## src/rtl/corevx_cache_tlb_if.sv

```systemverilog
// -----------------------------------------------------------------------------
// corevx_cache_tlb_if
// Command/response bundle between a TLB client (page table walker, cache
// pipeline) and corevx_cache_tlb.
//   tlb_cmd            : 00 NONE, 01 RESOLVE, 10 WRITE, 11 INVALIDATE_ALL
//   virtual_address    : Sv32 VPN (index in low bits, tag in high bits)
//   accesstag_w        : PTE flags {D,A,G,U,X,W,R,V} stored on WRITE
//   phys_w             : physical page number stored on WRITE
//   tlb_busy           : invalidate sweep in progress
//   tlb_read_hit       : result of the last accepted RESOLVE
//   tlb_read_accesstag : access tag of the hitting way, 0 on miss
//   tlb_read_ptag      : PPN of the hitting way, 0 on miss
//   tlb_perf_hits/misses : RESOLVE statistics, present only when
//                          COREVX_TLB_PERF_EN is defined
// -----------------------------------------------------------------------------
interface corevx_cache_tlb_if;
   logic [1:0]  tlb_cmd;
   logic [19:0] virtual_address;
   logic [7:0]  accesstag_w;
   logic [21:0] phys_w;
   logic        tlb_busy;
   logic        tlb_read_hit;
   logic [7:0]  tlb_read_accesstag;
   logic [21:0] tlb_read_ptag;
`ifdef COREVX_TLB_PERF_EN
   logic [31:0] tlb_perf_hits;
   logic [31:0] tlb_perf_misses;
`endif

   modport master (
      output tlb_cmd, virtual_address, accesstag_w, phys_w,
      input  tlb_busy, tlb_read_hit, tlb_read_accesstag, tlb_read_ptag
`ifdef COREVX_TLB_PERF_EN
      , tlb_perf_hits, tlb_perf_misses
`endif
   );

   modport slave (
      input  tlb_cmd, virtual_address, accesstag_w, phys_w,
      output tlb_busy, tlb_read_hit, tlb_read_accesstag, tlb_read_ptag
`ifdef COREVX_TLB_PERF_EN
      , tlb_perf_hits, tlb_perf_misses
`endif
   );
endinterface

```

## src/rtl/corevx_cache_tlb.sv

```systemverilog
// -----------------------------------------------------------------------------
// corevx_cache_tlb
// Set-associative TLB caching leaf Sv32 PTE results (PPN + 8-bit access tag).
// RESOLVE returns registered hit/ptag/accesstag one cycle later; WRITE fills
// (match -> lowest invalid -> round-robin victim); INVALIDATE_ALL sweeps one
// set per cycle while tlb_busy is high.
// Ports:
//   clk    : clock, rising edge
//   rst_n  : asynchronous active-low reset
//   bus    : corevx_cache_tlb_if.slave (command, write data, read results)
// Optional feature macro: COREVX_TLB_PERF_EN adds saturating hit/miss
// counters on bus.tlb_perf_hits / bus.tlb_perf_misses.
// -----------------------------------------------------------------------------
module corevx_cache_tlb #(
   parameter int ENTRIES_W = 4,
   parameter int WAYS_W    = 1
) (
   input  logic              clk,
   input  logic              rst_n,
   corevx_cache_tlb_if.slave bus
);
   localparam int SETS  = 1 << ENTRIES_W;
   localparam int WAYS  = 1 << WAYS_W;
   localparam int TAG_W = 20 - ENTRIES_W;

   localparam logic [1:0] CMD_RESOLVE = 2'b01;
   localparam logic [1:0] CMD_WRITE   = 2'b10;
   localparam logic [1:0] CMD_INVAL   = 2'b11;

   typedef enum logic [0:0] {ST_IDLE = 1'b0, ST_FLUSH = 1'b1} state_t;

   state_t               state_r, state_nxt_s;
   logic                 busy_r;
   logic [ENTRIES_W-1:0] flush_idx_r;
   logic [WAYS-1:0]      valid_r  [SETS];
   logic [WAYS_W-1:0]    victim_r [SETS];
   logic [TAG_W-1:0]     tag_r    [SETS][WAYS];
   logic [7:0]           at_r     [SETS][WAYS];
   logic [21:0]          ppn_r    [SETS][WAYS];

   logic                 read_hit_r;
   logic [7:0]           read_at_r;
   logic [21:0]          read_ptag_r;

   logic [ENTRIES_W-1:0] idx_s;
   logic [TAG_W-1:0]     vtag_s;
   logic                 idle_s, resolve_s, write_s, inval_s;
   logic                 hit_s, inv_found_s, use_victim_s;
   logic [WAYS_W-1:0]    hit_way_s, inv_way_s, wr_way_s;

   assign idx_s     = bus.virtual_address[ENTRIES_W-1:0];
   assign vtag_s    = bus.virtual_address[19:ENTRIES_W];
   // Commands are only accepted in IDLE; anything issued during a sweep is dropped.
   assign idle_s    = (state_r == ST_IDLE);
   assign resolve_s = idle_s && (bus.tlb_cmd == CMD_RESOLVE);
   // A WRITE with V=0 is ignored entirely, including the victim counter.
   assign write_s   = idle_s && (bus.tlb_cmd == CMD_WRITE) && bus.accesstag_w[0];
   assign inval_s   = idle_s && (bus.tlb_cmd == CMD_INVAL);

   // Way lookup: scanning downward lets the lowest matching/invalid way win.
   always_comb begin
      hit_s       = 1'b0;
      hit_way_s   = {WAYS_W{1'b0}};
      inv_found_s = 1'b0;
      inv_way_s   = {WAYS_W{1'b0}};
      for (int w = WAYS - 1; w >= 0; w--) begin
         if (valid_r[idx_s][w] && (tag_r[idx_s][w] == vtag_s)) begin
            hit_s     = 1'b1;
            hit_way_s = WAYS_W'(w);
         end else begin
            hit_s     = hit_s;
            hit_way_s = hit_way_s;
         end
         if (!valid_r[idx_s][w]) begin
            inv_found_s = 1'b1;
            inv_way_s   = WAYS_W'(w);
         end else begin
            inv_found_s = inv_found_s;
            inv_way_s   = inv_way_s;
         end
      end
   end

   // Fill-way selection: overwrite a match, else lowest invalid, else the victim.
   always_comb begin
      wr_way_s     = victim_r[idx_s];
      use_victim_s = 1'b0;
      if (hit_s) begin
         wr_way_s = hit_way_s;
      end else if (inv_found_s) begin
         wr_way_s = inv_way_s;
      end else begin
         wr_way_s     = victim_r[idx_s];
         use_victim_s = 1'b1;
      end
   end

   // FSM next-state: IDLE -> FLUSH on INVALIDATE_ALL, back after the last set.
   always_comb begin
      state_nxt_s = state_r;
      case (state_r)
         ST_IDLE: begin
            if (inval_s) state_nxt_s = ST_FLUSH;
            else         state_nxt_s = ST_IDLE;
         end
         ST_FLUSH: begin
            if (&flush_idx_r) state_nxt_s = ST_IDLE;
            else              state_nxt_s = ST_FLUSH;
         end
         default: state_nxt_s = ST_IDLE;
      endcase
   end

   // FSM state register and registered busy flag.
   always_ff @(posedge clk or negedge rst_n) begin
      if (!rst_n) begin
         state_r <= ST_IDLE;
         busy_r  <= 1'b0;
      end else begin
         state_r <= state_nxt_s;
         busy_r  <= (state_nxt_s == ST_FLUSH);
      end
   end

   // Valid flops, victim counters and sweep index.
   always_ff @(posedge clk or negedge rst_n) begin
      if (!rst_n) begin
         for (int s = 0; s < SETS; s++) begin
            valid_r[s]  <= {WAYS{1'b0}};
            victim_r[s] <= {WAYS_W{1'b0}};
         end
         flush_idx_r <= {ENTRIES_W{1'b0}};
      end else if (state_r == ST_FLUSH) begin
         valid_r[flush_idx_r] <= {WAYS{1'b0}};
         flush_idx_r          <= flush_idx_r + ENTRIES_W'(1'b1);
      end else if (inval_s) begin
         flush_idx_r <= {ENTRIES_W{1'b0}};
      end else if (write_s) begin
         valid_r[idx_s][wr_way_s] <= 1'b1;
         if (use_victim_s) begin
            victim_r[idx_s] <= victim_r[idx_s] + WAYS_W'(1'b1);
         end
      end
   end

   // Entry payload storage; qualified by the valid flops, so no reset needed.
   always_ff @(posedge clk) begin
      if (write_s) begin
         tag_r[idx_s][wr_way_s] <= vtag_s;
         at_r[idx_s][wr_way_s]  <= bus.accesstag_w;
         ppn_r[idx_s][wr_way_s] <= bus.phys_w;
      end
   end

   // Registered RESOLVE results; cleared when a sweep starts.
   always_ff @(posedge clk or negedge rst_n) begin
      if (!rst_n) begin
         read_hit_r  <= 1'b0;
         read_at_r   <= 8'h00;
         read_ptag_r <= 22'h0;
      end else if (resolve_s) begin
         read_hit_r  <= hit_s;
         read_at_r   <= hit_s ? at_r[idx_s][hit_way_s]  : 8'h00;
         read_ptag_r <= hit_s ? ppn_r[idx_s][hit_way_s] : 22'h0;
      end else if (inval_s) begin
         read_hit_r  <= 1'b0;
         read_at_r   <= 8'h00;
         read_ptag_r <= 22'h0;
      end
   end

   assign bus.tlb_busy           = busy_r;
   assign bus.tlb_read_hit       = read_hit_r;
   assign bus.tlb_read_accesstag = read_at_r;
   assign bus.tlb_read_ptag      = read_ptag_r;

`ifdef COREVX_TLB_PERF_EN
   logic [31:0] perf_hits_r;
   logic [31:0] perf_misses_r;

   // Saturating hit/miss counters, one increment per accepted RESOLVE.
   always_ff @(posedge clk or negedge rst_n) begin
      if (!rst_n) begin
         perf_hits_r   <= 32'h0;
         perf_misses_r <= 32'h0;
      end else if (resolve_s) begin
         if (hit_s) begin
            if (perf_hits_r != 32'hFFFF_FFFF) perf_hits_r <= perf_hits_r + 32'd1;
         end else begin
            if (perf_misses_r != 32'hFFFF_FFFF) perf_misses_r <= perf_misses_r + 32'd1;
         end
      end
   end

   assign bus.tlb_perf_hits   = perf_hits_r;
   assign bus.tlb_perf_misses = perf_misses_r;
`else
   // Performance counters are not built in this configuration.
`endif
endmodule
```

## src/flat_wrapper.sv

```systemverilog
// flat-port wrapper written by rule: the top's interface ports become plain ports
module corevx_cache_tlb_flat 
#(
   parameter int ENTRIES_W = 4,
   parameter int WAYS_W    = 1
)
  (clk, rst_n, bus_tlb_cmd, bus_virtual_address, bus_accesstag_w, bus_phys_w, bus_tlb_busy, bus_tlb_read_hit, bus_tlb_read_accesstag, bus_tlb_read_ptag);
  corevx_cache_tlb_if bus_i ();
  input  logic clk;
  input  logic rst_n;
  input wire logic [$bits(bus_i.tlb_cmd)-1:0] bus_tlb_cmd;
  input wire logic [$bits(bus_i.virtual_address)-1:0] bus_virtual_address;
  input wire logic [$bits(bus_i.accesstag_w)-1:0] bus_accesstag_w;
  input wire logic [$bits(bus_i.phys_w)-1:0] bus_phys_w;
  output wire logic [$bits(bus_i.tlb_busy)-1:0] bus_tlb_busy;
  output wire logic [$bits(bus_i.tlb_read_hit)-1:0] bus_tlb_read_hit;
  output wire logic [$bits(bus_i.tlb_read_accesstag)-1:0] bus_tlb_read_accesstag;
  output wire logic [$bits(bus_i.tlb_read_ptag)-1:0] bus_tlb_read_ptag;
  assign bus_i.tlb_cmd = bus_tlb_cmd;
  assign bus_i.virtual_address = bus_virtual_address;
  assign bus_i.accesstag_w = bus_accesstag_w;
  assign bus_i.phys_w = bus_phys_w;
  assign bus_tlb_busy = bus_i.tlb_busy;
  assign bus_tlb_read_hit = bus_i.tlb_read_hit;
  assign bus_tlb_read_accesstag = bus_i.tlb_read_accesstag;
  assign bus_tlb_read_ptag = bus_i.tlb_read_ptag;
  corevx_cache_tlb #(.ENTRIES_W(ENTRIES_W), .WAYS_W(WAYS_W)) u_core (.clk(clk), .rst_n(rst_n), .bus(bus_i));
endmodule
```

## config.mk

```make
export PLATFORM = sky130hd
export DESIGN_NAME = corevx_cache_tlb_flat
export DESIGN_NICKNAME = d
export VERILOG_FILES = /design/src/rtl/corevx_cache_tlb_if.sv /design/src/rtl/corevx_cache_tlb.sv /design/src/flat_wrapper.sv
export SDC_FILE = /design/constraint.sdc
export NUM_CORES = 2
export LEC_CHECK = 0
export CORE_ASPECT_RATIO = 1.1
export CORE_MARGIN = 2
export CORE_UTILIZATION = 62
export CTS_CLUSTER_DIAMETER = 100
export CTS_CLUSTER_SIZE = 10
export DETAILED_ROUTE_END_ITERATION = 12
export GPL_TIMING_DRIVEN = 0
export PLACE_DENSITY_LB_ADDON = 0.08
export SLEW_MARGIN = 15
export SYNTH_ARGS = -nofsm -noshare
export SYNTH_HDL_FRONTEND = slang
export SYNTH_SLANG_ARGS = --single-unit
```

## constraint.sdc

```tcl
create_clock -name clk -period 6.55 [get_ports clk]
set_input_delay 1.6375 -clock clk [delete_from_list [all_inputs] [get_ports clk]]
set_output_delay 1.6375 -clock clk [all_outputs]
set_load 0.02 [all_outputs]
```

==> flow_results.org <==
** Timing
- Final worst path period share :: 1.00
- Clock period minus worst slack :: 6580 ps
- In this run the tightest slew margin relative to its limit is 0.151.
- Maximum clock skew at final layout :: 26.9 ps
- Timing-limited maximum frequency :: 152 MHz
- Transition time of the tightest slew-check pin :: 1270 ps
- The final count of pins violating max slew came to 0.
- RSZ-0062 raised after global routing :: no
- Final Hold Fails :: 0
- Setup violations, final :: 12
- Least setup slack across all paths after layout :: -26.2 ps

** Floorplanning
- The floorplan has 120 rows.
- Effective utilization at floorplan :: 0.624
- Y dimension of the die :: 332 µm
- The floorplan step defined a die boundary enclosing 100000 µm².
- Boundary Pins :: 86
- X dimension of the die :: 302 µm
- The core region is 97100 µm².

** Detailed routing
- Number of DRC violations after detailed routing :: 0
- The detail route stage leaves a number of antenna-violating nets equal to 0.
- Vias per cell :: 7.01
- DRC violation total after the first TritonRoute iteration :: 4570
- DR vias :: 31400
- After detailed routing, the average wire length per cell comes to 36.6 µm.
- Final routed wirelength across all metal layers :: 164000 µm
- Number of search-and-repair iterations in the first detailed-routing pass :: 6

** Layout
- For this run, the post-layout net count is 3163.
- After filler insertion, the fill cell instance count of the layout stands at 5501.
- Compared with the post-synthesis result, the final layout area differs by 16.2%.
- For this run, the share of the core covered by cells in the final layout is 0.725.
- Layout cells sized above 1 :: 0.274

** Global route
- Vias in the first global route :: 32200
- The first global-routing pass estimated 233000 µm of wire.
- The number of antenna violations at the first check in global routing came to 4.
- Across every metal layer, demand over resource in global routing totals 0.336.
- Largest net degree at the start of global routing :: 44
- After global routing the overflow that remains totals 0.

** Pwr
- Leak :: 22.7 nW
- Power per cell area :: 301 nW/µm²
- The worst-case IR drop observed on VDD is 0.280 mV.

** Setup path
- STA classifies the critical path startpoint as an input pin.
- Arrival time at the worst endpoint :: 7050 ps
- The worst setup path is of the input pin to flop kind.
- The worst register-to-register path begins at u_core.tag_r[11][11].
- End of the worst register-to-register path :: u_core.ppn_r[11][7]
- Of all nets on the critical path, the largest fanout is 19.
- Kind of end point of the critical path :: flop
- Number of cells traversed by the worst register-to-register path :: 11
- Worst reg-to-reg setup slack :: 1340 ps
- Required @ worst endpoint :: 7020 ps

** Logic synthesis
- Count of warnings emitted by yosys :: 0
- Count of distinct cell types in the synthesized netlist :: 59
- For this run, the leading register cell type out of synthesis is edfxtp_1.
- Post-synth net total :: 2793
- Cell count after synthesis :: 2735
- Sequential share of the synthesized area :: 0.764
- Of the post-synthesis cell area, the dominant cell type holds 0.729.
- Synth top area cells :: edfxtp_1 73%, mux4_2 16%, dfrtp_1 3.5%
- The synthesized design contains 1472 enable-type register cells.
- Mean post-synth cell area :: 22.2 µm²
- Cell type contributing the most total cell area after synthesis :: edfxtp_1
- Total standard cell area after synthesis :: 60600 µm²
- Synth async-reset ratio :: 0.0540
- Counting flops and latches in the post-synthesis netlist gives 1556.

** Hold path
- The worst hold path terminates at u_core.valid_r[0].
- The tightest min-delay check is of the flop to flop type.
- The startpoint identified for the worst hold timing path is u_core.valid_r[0].
- Hold depth :: 2

** Placement
- The congestion estimate from routability-driven global placement came to 0.876.
- Worst setup slack before clock tree synthesis :: -2070 ps
- Detailed Place HPWL :: 106000 µm
- Number of buffers inserted by port buffering :: 81

** Clock tree
- The H-tree generated during clock tree synthesis spans 4 levels.
- Clk buf depth :: 3
- Worst-path clk slew :: 70 ps
- Clock tree synthesis inserted a total of 173 buffers.
- The root buffer cell chosen for the clock tree is clkbuf_16.
- TritonCTS sink count :: 1556
- TritonCTS clock tree :: done
- Latest clock arrival within the worst-skew pair :: 780 ps
- CTS hold repair buffers :: 0

** Job
- The tool flagged a number of max-cap violations equal to 0.

** Outcome
- The final reports fail on negative setup slack.
- The run finished, with violations left.
-- registers in the layout, indices dropped and copies added, names as in the netlist --
name,count
u_core.valid_r,32
u_core.ppn_r,704
u_core.state_r,1
u_core.victim_r,16
u_core.bus.tlb_read_hit,1
u_core.at_r,256
u_core.bus.tlb_read_ptag,22
u_core.flush_idx_r,4
u_core.tag_r,512
u_core.bus.tlb_read_accesstag,8
-- routing by layer --
metal / routed length [µm] / GRT usage / up-vias / part of all wire
met4: 9380 / 0.166 / 6 / 0.057
met3: 16200 / 0.0681 / 495 / 0.099
met2: 81900 / 0.542 / 2103 / 0.50
li1: - / - / 12300 / -
met5: 36 / 0 / - / 0.00022
met1: 56700 / 0.444 / 16600 / 0.35
-- cell usage in the layout (no fill, tap or decap), drive strengths merged, types with 4 or more instances in the layout --
cell type	n
a21o	4
a21oi	9
a221oi	9
a22o	41
a22oi	16
a31oi	4
and2	6
buf	211
clkbuf	331
clkdlybuf4s50	67
dfrtp	84
edfxtp	1472
ha	4
inv	18
mux2	22
mux2i	103
mux4	418
nand2	84
nand2b	8
nand3	7
nand4	34
nor2	62
nor2b	10
o211ai	4
o21ai	91
xnor2	20
xor2	15
-- where the power goes --
group / total [W] / internal (W) / switching [W]
combinational: 0.00146 / 0.000519 / 0.000942
sequential: 0.0111 / 0.0110 / 0.0000626
clock: 0.00865 / 0.00497 / 0.00368
total: 0.0212 / 0.0165 / 0.00469
-- worst max-delay path by stage --
stage | cells after the start | slack, ps | endpoint | startpoint
after global routing | 14 | 50 | u_core.ppn_r[11][7] | bus_virtual_address[3]
after floorplan | 12 | -150 | u_core.at_r[9][0] | bus_virtual_address[1]
after CTS | 16 | 30 | u_core.ppn_r[11][7] | bus_virtual_address[0]
after global placement | 13 | -6560 | u_core.ppn_r[13][9] | bus_virtual_address[3]
after detailed placement | 16 | -2070 | u_core.ppn_r[1][5] | bus_virtual_address[3]
final | 14 | -30 | u_core.ppn_r[11][7] | bus_virtual_address[3]
-- logic make-up after synthesis --
group | synth area share
AND/OR/NAND/NOR | 0.0176
flip-flops | 0.764
AO/OA/AOI/OAI | 0.0228
XOR/XNOR | 0.00506
multiplexers | 0.177
buffers and inverters | 0.0125
adder cells (fa/ha/maj) | 0.000826
-- what timing repair did --
action,CTS,global route
setup endpoints to repair,1472,665
buffers inserted,25,1
gates resized for setup,13,6
pin swaps,15,1
-- per-stage QoR --
stage,std cells,hold WS [ps],power [W],cell area (µm²),setup TNS [ps]
after floorplan,2735,445,0.0121,60600,-181070
after global placement,4097,464,0.0126,63000,-8933570
after detailed placement,4185,482,0.0127,65200,-2197580
after CTS,4482,494,0.0212,70400,0
after global routing,4484,517,0.0217,70400,0
final,4485,496,0.0212,70400,-245
-- synthesized netlist by cell type (8+ instances only) --
library cell and count:
edfxtp_1 1472, mux4_2 418, mux2i_1 103, dfrtp_1 84, nand2_1 84, o21ai_0 81, clkbuf_1 69, nor2_1 62
buf_2 48, a22o_1 41, nand4_1 34, buf_1 25, xnor2_1 20, a22oi_1 16, xor2_1 15, buf_4 13
mux2_2 12, mux2_4 10, nor2b_1 10, o21ai_1 10, a21oi_1 9, inv_1 9, a221oi_1 8, nand2b_1 8
-- area by class of cell --
| type | instances | area, µm² | area share |
|---|---|---|---|
| sequential | 1556 | 46300 | 0.657 |
| multi-input combinational | 1012 | 13800 | 0.196 |
| clock buffer | 260 | 4720 | 0.0670 |
| timing repair buffer | 196 | 3000 | 0.0427 |
| tap | 1281 | 1600 | 0.0228 |
| buffer | 157 | 759 | 0.0108 |
| clock inverter | 13 | 191 | 0.00272 |
| inverter | 9 | 33.8 | 0.000480 |
| antenna | 1 | 2.50 | 0.0000355 |
-- critical path, cell delays in order --
cell	delay (ps)
buf_2	290
buf_2	670
mux4_2	410
mux2i_1	600
xor2_1	220
nand3_1	120
o31a_1	340
a2111oi_4	570
nand3_1	420
a21o_1	360
clkbuf_1	470
nor2_4	460
buf_12	250
buf_16	190
Note: power is estimated with default switching activity, not from simulation.
